==> src/rtl/friscv_pkg.sv <==
// Shared definitions for the FRISC-V juice machine: controller state encoding,
// juice identifiers and a small constant-evaluation helper.
package friscv_pkg;

    typedef enum logic [2:0] {
        DESLIGADO = 3'd0,
        OCIOSO    = 3'd1,
        BOMBA_1   = 3'd2,
        BOMBA_2   = 3'd3,
        PAUSA     = 3'd4
    } estado_t;

    localparam logic [1:0] SUCO_1 = 2'd1;
    localparam logic [1:0] SUCO_2 = 2'd2;

    function automatic int maior(input int a, input int b);
        return (a > b) ? a : b;
    endfunction

endpackage

==> src/rtl/detector_borda.sv <==
// Single-bit rising-edge detector. History resets to 1 so that a level already
// high when reset is released never looks like a fresh press.
module detector_borda (
    input  logic clk_i,
    input  logic rst_n_i,
    input  logic d_i,
    output logic borda_o
);

    logic hist_q;

    // History register: previous sample of the input
    always_ff @(posedge clk_i or negedge rst_n_i) begin
        if (!rst_n_i) begin
            hist_q <= 1'b1;
        end else begin
            hist_q <= d_i;
        end
    end

    assign borda_o = d_i & ~hist_q;

endmodule

==> src/rtl/controle_bombas.sv <==
// Dispense sequencer: turns juice-button presses into timed, mutually
// exclusive pump activations with a mandatory pause between dispenses.
module controle_bombas
    import friscv_pkg::*;
#(
    parameter int T_BOMBA = 100,
    parameter int T_PAUSA = 10
) (
    input  logic       clock,
    input  logic       reset,
    input  logic       liga,
    input  logic       pedido_1,
    input  logic       pedido_2,
    output logic       ativa_bomba_1,
    output logic       ativa_bomba_2,
    output logic       pronto,
    output logic [2:0] db_estado,
    output logic [1:0] db_pendentes
);

    localparam int CW = $clog2(maior(T_BOMBA, T_PAUSA) + 1);
    localparam logic [CW-1:0] FIM_BOMBA = CW'(T_BOMBA - 1);
    localparam logic [CW-1:0] FIM_PAUSA = CW'(T_PAUSA - 1);

    estado_t       estado_q;
    logic [CW-1:0] cnt_q;
    logic          pend_1_q;
    logic          pend_2_q;
    logic [1:0]    ultimo_q;
    logic          borda_1;
    logic          borda_2;
    logic          captura_1;
    logic          captura_2;

    detector_borda u_borda_1 (
        .clk_i   (clock),
        .rst_n_i (reset),
        .d_i     (pedido_1),
        .borda_o (borda_1)
    );

    detector_borda u_borda_2 (
        .clk_i   (clock),
        .rst_n_i (reset),
        .d_i     (pedido_2),
        .borda_o (borda_2)
    );

    // A press is only taken while enabled, out of DESLIGADO and not already pouring that juice
    assign captura_1 = borda_1 & liga & (estado_q != DESLIGADO) & (estado_q != BOMBA_1);
    assign captura_2 = borda_2 & liga & (estado_q != DESLIGADO) & (estado_q != BOMBA_2);

    // Sequencer FSM with phase counter, pending requests and last-served juice
    always_ff @(posedge clock or negedge reset) begin
        if (!reset) begin
            estado_q <= DESLIGADO;
            cnt_q    <= '0;
            pend_1_q <= 1'b0;
            pend_2_q <= 1'b0;
            ultimo_q <= SUCO_2;
        end else if (!liga) begin
            estado_q <= DESLIGADO;
            cnt_q    <= '0;
            pend_1_q <= 1'b0;
            pend_2_q <= 1'b0;
        end else begin
            pend_1_q <= pend_1_q | captura_1;
            pend_2_q <= pend_2_q | captura_2;
            case (estado_q)
                DESLIGADO: begin
                    estado_q <= OCIOSO;
                    cnt_q    <= '0;
                end
                OCIOSO: begin
                    cnt_q <= '0;
                    // Entering a pump consumes its pending bit; ties go to the juice not served last
                    if (pend_1_q && (!pend_2_q || (ultimo_q == SUCO_2))) begin
                        estado_q <= BOMBA_1;
                        pend_1_q <= 1'b0;
                    end else if (pend_2_q) begin
                        estado_q <= BOMBA_2;
                        pend_2_q <= 1'b0;
                    end else begin
                        estado_q <= OCIOSO;
                    end
                end
                BOMBA_1, BOMBA_2: begin
                    if (cnt_q == FIM_BOMBA) begin
                        estado_q <= PAUSA;
                        cnt_q    <= '0;
                        ultimo_q <= (estado_q == BOMBA_1) ? SUCO_1 : SUCO_2;
                    end else begin
                        cnt_q <= cnt_q + CW'(1);
                    end
                end
                PAUSA: begin
                    if (cnt_q == FIM_PAUSA) begin
                        estado_q <= OCIOSO;
                        cnt_q    <= '0;
                    end else begin
                        cnt_q <= cnt_q + CW'(1);
                    end
                end
                default: begin
                    estado_q <= DESLIGADO;
                    cnt_q    <= '0;
                end
            endcase
        end
    end

    assign ativa_bomba_1 = (estado_q == BOMBA_1);
    assign ativa_bomba_2 = (estado_q == BOMBA_2);
    assign pronto        = (estado_q == OCIOSO);
    assign db_estado     = estado_q;
    assign db_pendentes  = {pend_2_q, pend_1_q};

endmodule

==> config.mk <==
export PLATFORM = sky130hd
export DESIGN_NAME = controle_bombas
export DESIGN_NICKNAME = d
export VERILOG_FILES = /design/src/rtl/friscv_pkg.sv /design/src/rtl/detector_borda.sv /design/src/rtl/controle_bombas.sv
export SDC_FILE = /design/constraint.sdc
export NUM_CORES = 1
export LEC_CHECK = 0
export ABC_AREA = 0
export CORE_ASPECT_RATIO = 1.75
export CORE_MARGIN = 10
export CORE_UTILIZATION = 28
export CTS_CLUSTER_DIAMETER = 30
export CTS_CLUSTER_SIZE = 20
export DETAILED_ROUTE_END_ITERATION = 12
export GPL_TIMING_DRIVEN = 0
export SLEW_MARGIN = 20
export SYNTH_ARGS = -nofsm -noshare
export SYNTH_HDL_FRONTEND = slang
export SYNTH_HIERARCHICAL = 1
export SYNTH_SLANG_ARGS = --single-unit
==> constraint.sdc <==
create_clock -name clock -period 1.52 [get_ports clock]
set_input_delay 0.304 -clock clock [delete_from_list [all_inputs] [get_ports clock]]
set_output_delay 0.304 -clock clock [all_outputs]
set_load 0.01 [all_outputs]
==> impl_metrics.yaml, run 1 <==
power_and_ir_drop:
  power.leakage_uw: 0.000575
  max-vdd-ir-drop_mv: 0.467
  power_uw: 994
  cellPowerDensity_mw_per_mm2: 735
layout:
  fin_cells: 164
  final_area_mm2: 0.00135
  mostFrequentLayoutCell: "buf_4"
  final_net_count: 130
  antennaDiodeCount: 0
  final_cell_mix: "20 x buf_4, 10 x dfrtp_1, 6 x o21ai_0, 6 x a211oi_1"
  drive_gt1_frac: 0.443
  syn2layout_area_growth_pct: 53.4
yosys:
  synth-edff-count: 0
  synth_ff_type: "dfrtp_1"
  synthCells: 83
  async_flop_share: 1.00
  ys_seq_elements: 16
  ys_warn_count: 6
  yosysSeqAreaShare: 0.459
  ys_types: 36
  syn-cell-area_um2: 881
  avgSynthCellArea_um2: 10.6
  syn_nets: 90
detailed_routing:
  drc: 0
  wl_um: 2310
  num_vias: 814
  wl_per_cell_um: 14.1
  firstDrtPassIters: 4
  drt-initial-drc-count: 9
  vias_per_cell: 4.96
  ant_nets: 0
worst_hold_path:
  whs_path_depth: 1
  hold_path_class: "input port to register"
placement:
  dp.cells: 137
  placed_cell_area_mm2: 0.00107
  dpl.hpwl_um: 1440
  place_congestion: 0.777
  post-place-ws_ns: -0.356
  portBuffers: 12
sta:
  setup_slack_ns: -0.116
  hold_viol: 0
  fmax_ghz: 0.611
  final.period_utilization: 1.08
  tightest_slew_ns: 0.742
  slew_violations: 0
  finalSetupTns_ns: -0.898
  slew_headroom: 0.504
  rsz0062_at_grt: "yes"
  fin_skew_ns: 0.00672
  setup_viol: 10
  min_period_ns: 1.64
grt:
  first_global_vias: 819
  grt_first_pass_wirelength_um: 3720
  grt_max_degree: 17
  gr-total-overflow: 0
  grt_use_total: 0.0765
  antenna_found_initial: 0
floorplan:
  ioPinCount: 13
  initial_utilization: 0.298
  core_mm2: 0.00296
  die_y_um: 94.2
  rows: 26
  dieArea_mm2: 0.00588
  dieWidth_um: 62.4
setup_path:
  required_ns: 1.64
  crit_type: "register to register"
  reg2reg_depth: 6
  path_max_fanout: 3
  cp-end-kind: "register"
  crit_arrival_ns: 1.75
  cp-start-kind: "register"
clocking:
  hold_buffers: 0
  clock_tree.root_cell: "clkbuf_8"
  clkSlewWorstSetupHoldPaths_ns: 0.07
  clk_path_buf_depth: 2
  clock-sinks: 16
  clock_latency_ns: 0.25
  cts_tree: "built"
  htreeDepth: 1
  cts_inserted_buffers: 3
outcome:
  outcome: "finished with violations"
  violations: "setup timing"
flow_run:
  cap_viol_max_count: 0
-- routing by layer --
| layer | share of wire | routed length, um | GRT usage |
|---|---|---|---|
| met5 | 0 | 0 | 0 |
| met4 | 0.013 | 31 | 0.0318 |
| met3 | 0.032 | 73 | 0.0179 |
| met2 | 0.55 | 1280 | 0.145 |
| met1 | 0.40 | 931 | 0.0776 |
-- synthesized netlist by cell type, drive strengths merged (2+ instances only) --
library cell,number,share of area
nor2,2,0.0085
nand2,4,0.017
ha,2,0.028
or2,3,0.021
nor2b,5,0.053
inv,2,0.0085
dfrtp,13,0.37
or3,2,0.014
nand2b,2,0.014
dfstp,3,0.089
or4b,2,0.027
a221oi,3,0.030
buf,2,0.017
a211oi,6,0.051
nand3,3,0.017
and2,2,0.014
a21oi,3,0.017
o21ai,8,0.045
xor2,2,0.020
-- per-stage QoR --
stage / hold WS, ns / util
final: 0.485 / 0.456
after global routing: 0.479 / 0.456
after CTS: 0.480 / 0.432
after detailed placement: 0.524 / 0.361
after global placement: 0.510 / 0.361
after floorplan: 0.00841 / -
-- area by class of cell --
| type | count | area, um2 |
|---|---|---|
| repair buffers | 35 | 290 |
| flip-flops and latches | 16 | 408 |
| inverters | 3 | 11.3 |
| clock buffers | 4 | 55.1 |
| multi-input cells | 61 | 505 |
| plain buffers | 3 | 28.8 |
| well taps | 42 | 52.6 |
| fillers | 271 | 1610 |
-- path summary, 6_finish.rpt --
path / startpoint / endpoint / slack, ns
setup / recovery: cnt_q[1] / cnt_q[0] / -0.12
hold / removal: pedido_2 / u_borda_2/hist_q / 0.48
setup reg to reg: cnt_q[1] / cnt_q[0] / -0.12
hold reg to reg: ultimo_q[0] / ultimo_q[0] / 0.53
max in group asynchronous: reset / pend_2_q / 0.52
min in group asynchronous: reset / cnt_q[3] / 0.49
-- flip-flops by register name, indices dropped and copies added (netlist names) --
signal            cells
cnt_q                 7
db_estado             3
pend_1_q              1
pend_2_q              1
u_borda_1/hist_q      1
u_borda_2/hist_q      1
ultimo_q              2
-- power by group --
part	internal, uW	switching (uW)	leakage (uW)
Sequential	441	9.70	0.000200
Clock	230	144	0.0000288
Combinational	89.4	80.0	0.000346
-- critical path, cell delays in order, from the launching register on --
cell and delay (ns):
dfrtp_1 0.41, inv_1 0.07, ha_1 0.13, or4b_4 0.48
o211ai_4 0.22, buf_6 0.14, a211oi_1 0.06
-- repair_timing --
action                                  4_1_cts  5_1_grt
hold endpoints to repair                      0        0
setup buffers                                15        8
resized for setup                            29        9
endpoints found under the setup margin       19       15
pin swaps                                     3        3
-- cell families after synthesis --
logic type,Yosys count,share of synthesized area
compound gates,25,0.205
xor+xnor,3,0.0298
simple gates,29,0.220
flops,16,0.459
mux,2,0.0241
buf+inv,6,0.0341
fa+ha+maj,2,0.0284
Power figures use the tool's default switching activity.
==> run 2, diff against run 1 <==
--- a/config.mk
+++ b/config.mk
@@ -6,7 +6,6 @@
 export NUM_CORES = 1
 export LEC_CHECK = 0
 export ABC_AREA = 0
-export CORE_ASPECT_RATIO = 1.75
 export CORE_MARGIN = 10
 export CORE_UTILIZATION = 28
 export CTS_CLUSTER_DIAMETER = 30
==> impl_metrics.yaml, run 2 (same netlist as run 1, synthesis figures left out) <==
outcome:
  outcome: "finished with violations"
  violations: "setup timing"
clocking:
  cts_inserted_buffers: 3
  htreeDepth: 1
  clock-sinks: 16
  clk_path_buf_depth: 2
  clock_latency_ns: 0.29
  clkSlewWorstSetupHoldPaths_ns: 0.10
  hold_buffers: 0
  cts_tree: "built"
  clock_tree.root_cell: "clkbuf_4"
layout:
  largest_reg_flops: 7
  mostFrequentLayoutCell: "buf_4"
  fill_cells: 299
  post-route-util: 0.436
  final_cell_mix: "15 x buf_4, 10 x dfrtp_1, 7 x o21ai_0"
  drive_gt1_frac: 0.465
  seq_area_um2: 408
  multi_input_area_um2: 544
  final_net_count: 122
  antennaDiodeCount: 0
  largest-register: "cnt_q"
  syn2layout_area_growth_pct: 49.7
sta:
  fmax_ghz: 0.601
  min_period_ns: 1.66
  slew_violations: 0
  fin_skew_ns: 0.00589
  final.period_utilization: 1.09
  hold_viol: 0
  slew_headroom: 0.515
  setup_viol: 12
  tightest_slew_ns: 0.725
  rsz0062_at_grt: "yes"
  setup_slack_ns: -0.144
  whs_ns: 0.434
setup_path:
  crit_type: "register to register"
  critPathBufInv: 2
  cpPeakStageDelay_ns: 0.48
  path_max_fanout: 8
  path_cells: "inv_1 -> ha_2 -> or4b_4 -> o211ai_4 -> buf_12 -> a211oi_1"
  path_delay_family: "simple AND/OR/NAND/NOR gates"
  cp-end-kind: "register"
  cp-start-kind: "register"
  slowest_stage: "or4b_4"
  required_ns: 1.68
  crit_arrival_ns: 1.83
detailed_routing:
  firstDrtPassIters: 4
  wl_per_cell_um: 14.4
  num_vias: 772
  drc: 0
  vias_per_cell: 4.89
  ant_nets: 0
  wl_um: 2270
  drt-initial-drc-count: 35
power_and_ir_drop:
  combPwrFrac: 0.183
  power.leakage_uw: 0.000526
  cellPowerDensity_mw_per_mm2: 686
  power.switching_uw: 235
  p_seq_frac: 0.498
  pwr-share-clk: 0.319
  power_uw: 905
  switching_share: 0.260
  intPower_uw: 669
  max-vdd-ir-drop_mv: 0.420
flow_run:
  cap_viol_max_count: 0
grt:
  first_global_vias: 750
  grt_first_pass_wirelength_um: 3660
  gr-total-overflow: 0
  grt_max_degree: 17
  antenna_found_initial: 0
  grt_use_total: 0.0756
placement:
  portBuffers: 12
  place_congestion: 0.807
floorplan:
  die_y_um: 76.1
  dieArea_mm2: 0.00579
  rows: 20
  initial_utilization: 0.291
  dieWidth_um: 76.1
  ioPinCount: 13
  core_mm2: 0.00303
worst_hold_path:
  hold_path_class: "input port to async pin"
==> run 2: cell count changes in the layout (fill, tap and decap cells not counted), sizes merged <==
cell / before / now
dlygate4sd2: 5 / 4
clkdlybuf4s15: 0 / 1
buf: 27 / 20
clkbuf: 6 / 5
==> run 2: worst paths after layout <==
check,from,endpoint,slack [ns],cells past startpoint
worst max-delay path,cnt_q[1],cnt_q[3],-0.14,6
worst min-delay path,reset,pend_1_q,0.43,1
worst max register to register,cnt_q[1],cnt_q[3],-0.14,6
worst min register to register,ultimo_q[0],ultimo_q[0],0.53,2
max in group asynchronous,reset,db_estado[2],0.58,1
min in group clock,pedido_2,u_borda_2/hist_q,0.44,1
==> run 2: power by group through the flow <==
stage	combinational [uW]	sequential [uW]	clock (uW)
after floorplan	62.0	462	0
after global placement	123	464	0
after detailed placement	126	464	0
after CTS	151	451	298
after global routing	182	453	319
final	166	451	288
==> run 2: layout make-up <==
class | count | share of cell area
clock buffer | 4 | 0.0275
tap | 44 | 0.0417
timing repair buffer | 27 | 0.178
inverter | 3 | 0.00854
multi-input combinational | 61 | 0.413
sequential | 16 | 0.309
buffer | 3 | 0.0218
==> run 2: repair_timing <==
action | CTS | global route
setup endpoints to repair | 18 | 13
gates resized for setup | 31 | 12
pin swaps | 3 | 2
setup buffers | 12 | 3
==> run 2: metrics by stage <==
stage,cell area (um2),setup TNS (ns),setup slack (ns),std cells
6_report,1320,-1.27,-0.144,158
2_1_floorplan,895,-0.0416,-0.0324,83
5_1_grt,1320,-2.27,-0.229,158
4_1_cts,1220,-1.16,-0.140,155
3_3_place_gp,1070,-2.25,-0.350,139
3_5_place_dp,1070,-2.58,-0.356,139
==> run 2: layer usage <==
metal | part of all wire | global-route usage | vias to the layer above
met5 | 0 | 0 | -
met4 | 0.0075 | 0.0223 | 0
met1 | 0.47 | 0.0989 | 384
met2 | 0.47 | 0.113 | 18
met3 | 0.045 | 0.0271 | 2
li1 | - | - | 368
==> run 3, diff against run 2 <==
--- a/config.mk
+++ b/config.mk
@@ -9,7 +9,7 @@
 export CORE_MARGIN = 10
 export CORE_UTILIZATION = 28
 export CTS_CLUSTER_DIAMETER = 30
-export CTS_CLUSTER_SIZE = 20
+export CTS_CLUSTER_SIZE = 24
 export DETAILED_ROUTE_END_ITERATION = 12
 export GPL_TIMING_DRIVEN = 0
 export SLEW_MARGIN = 20
==> results of run 3 <==
Final layout, timing and power as in run 2 (identical DEF).
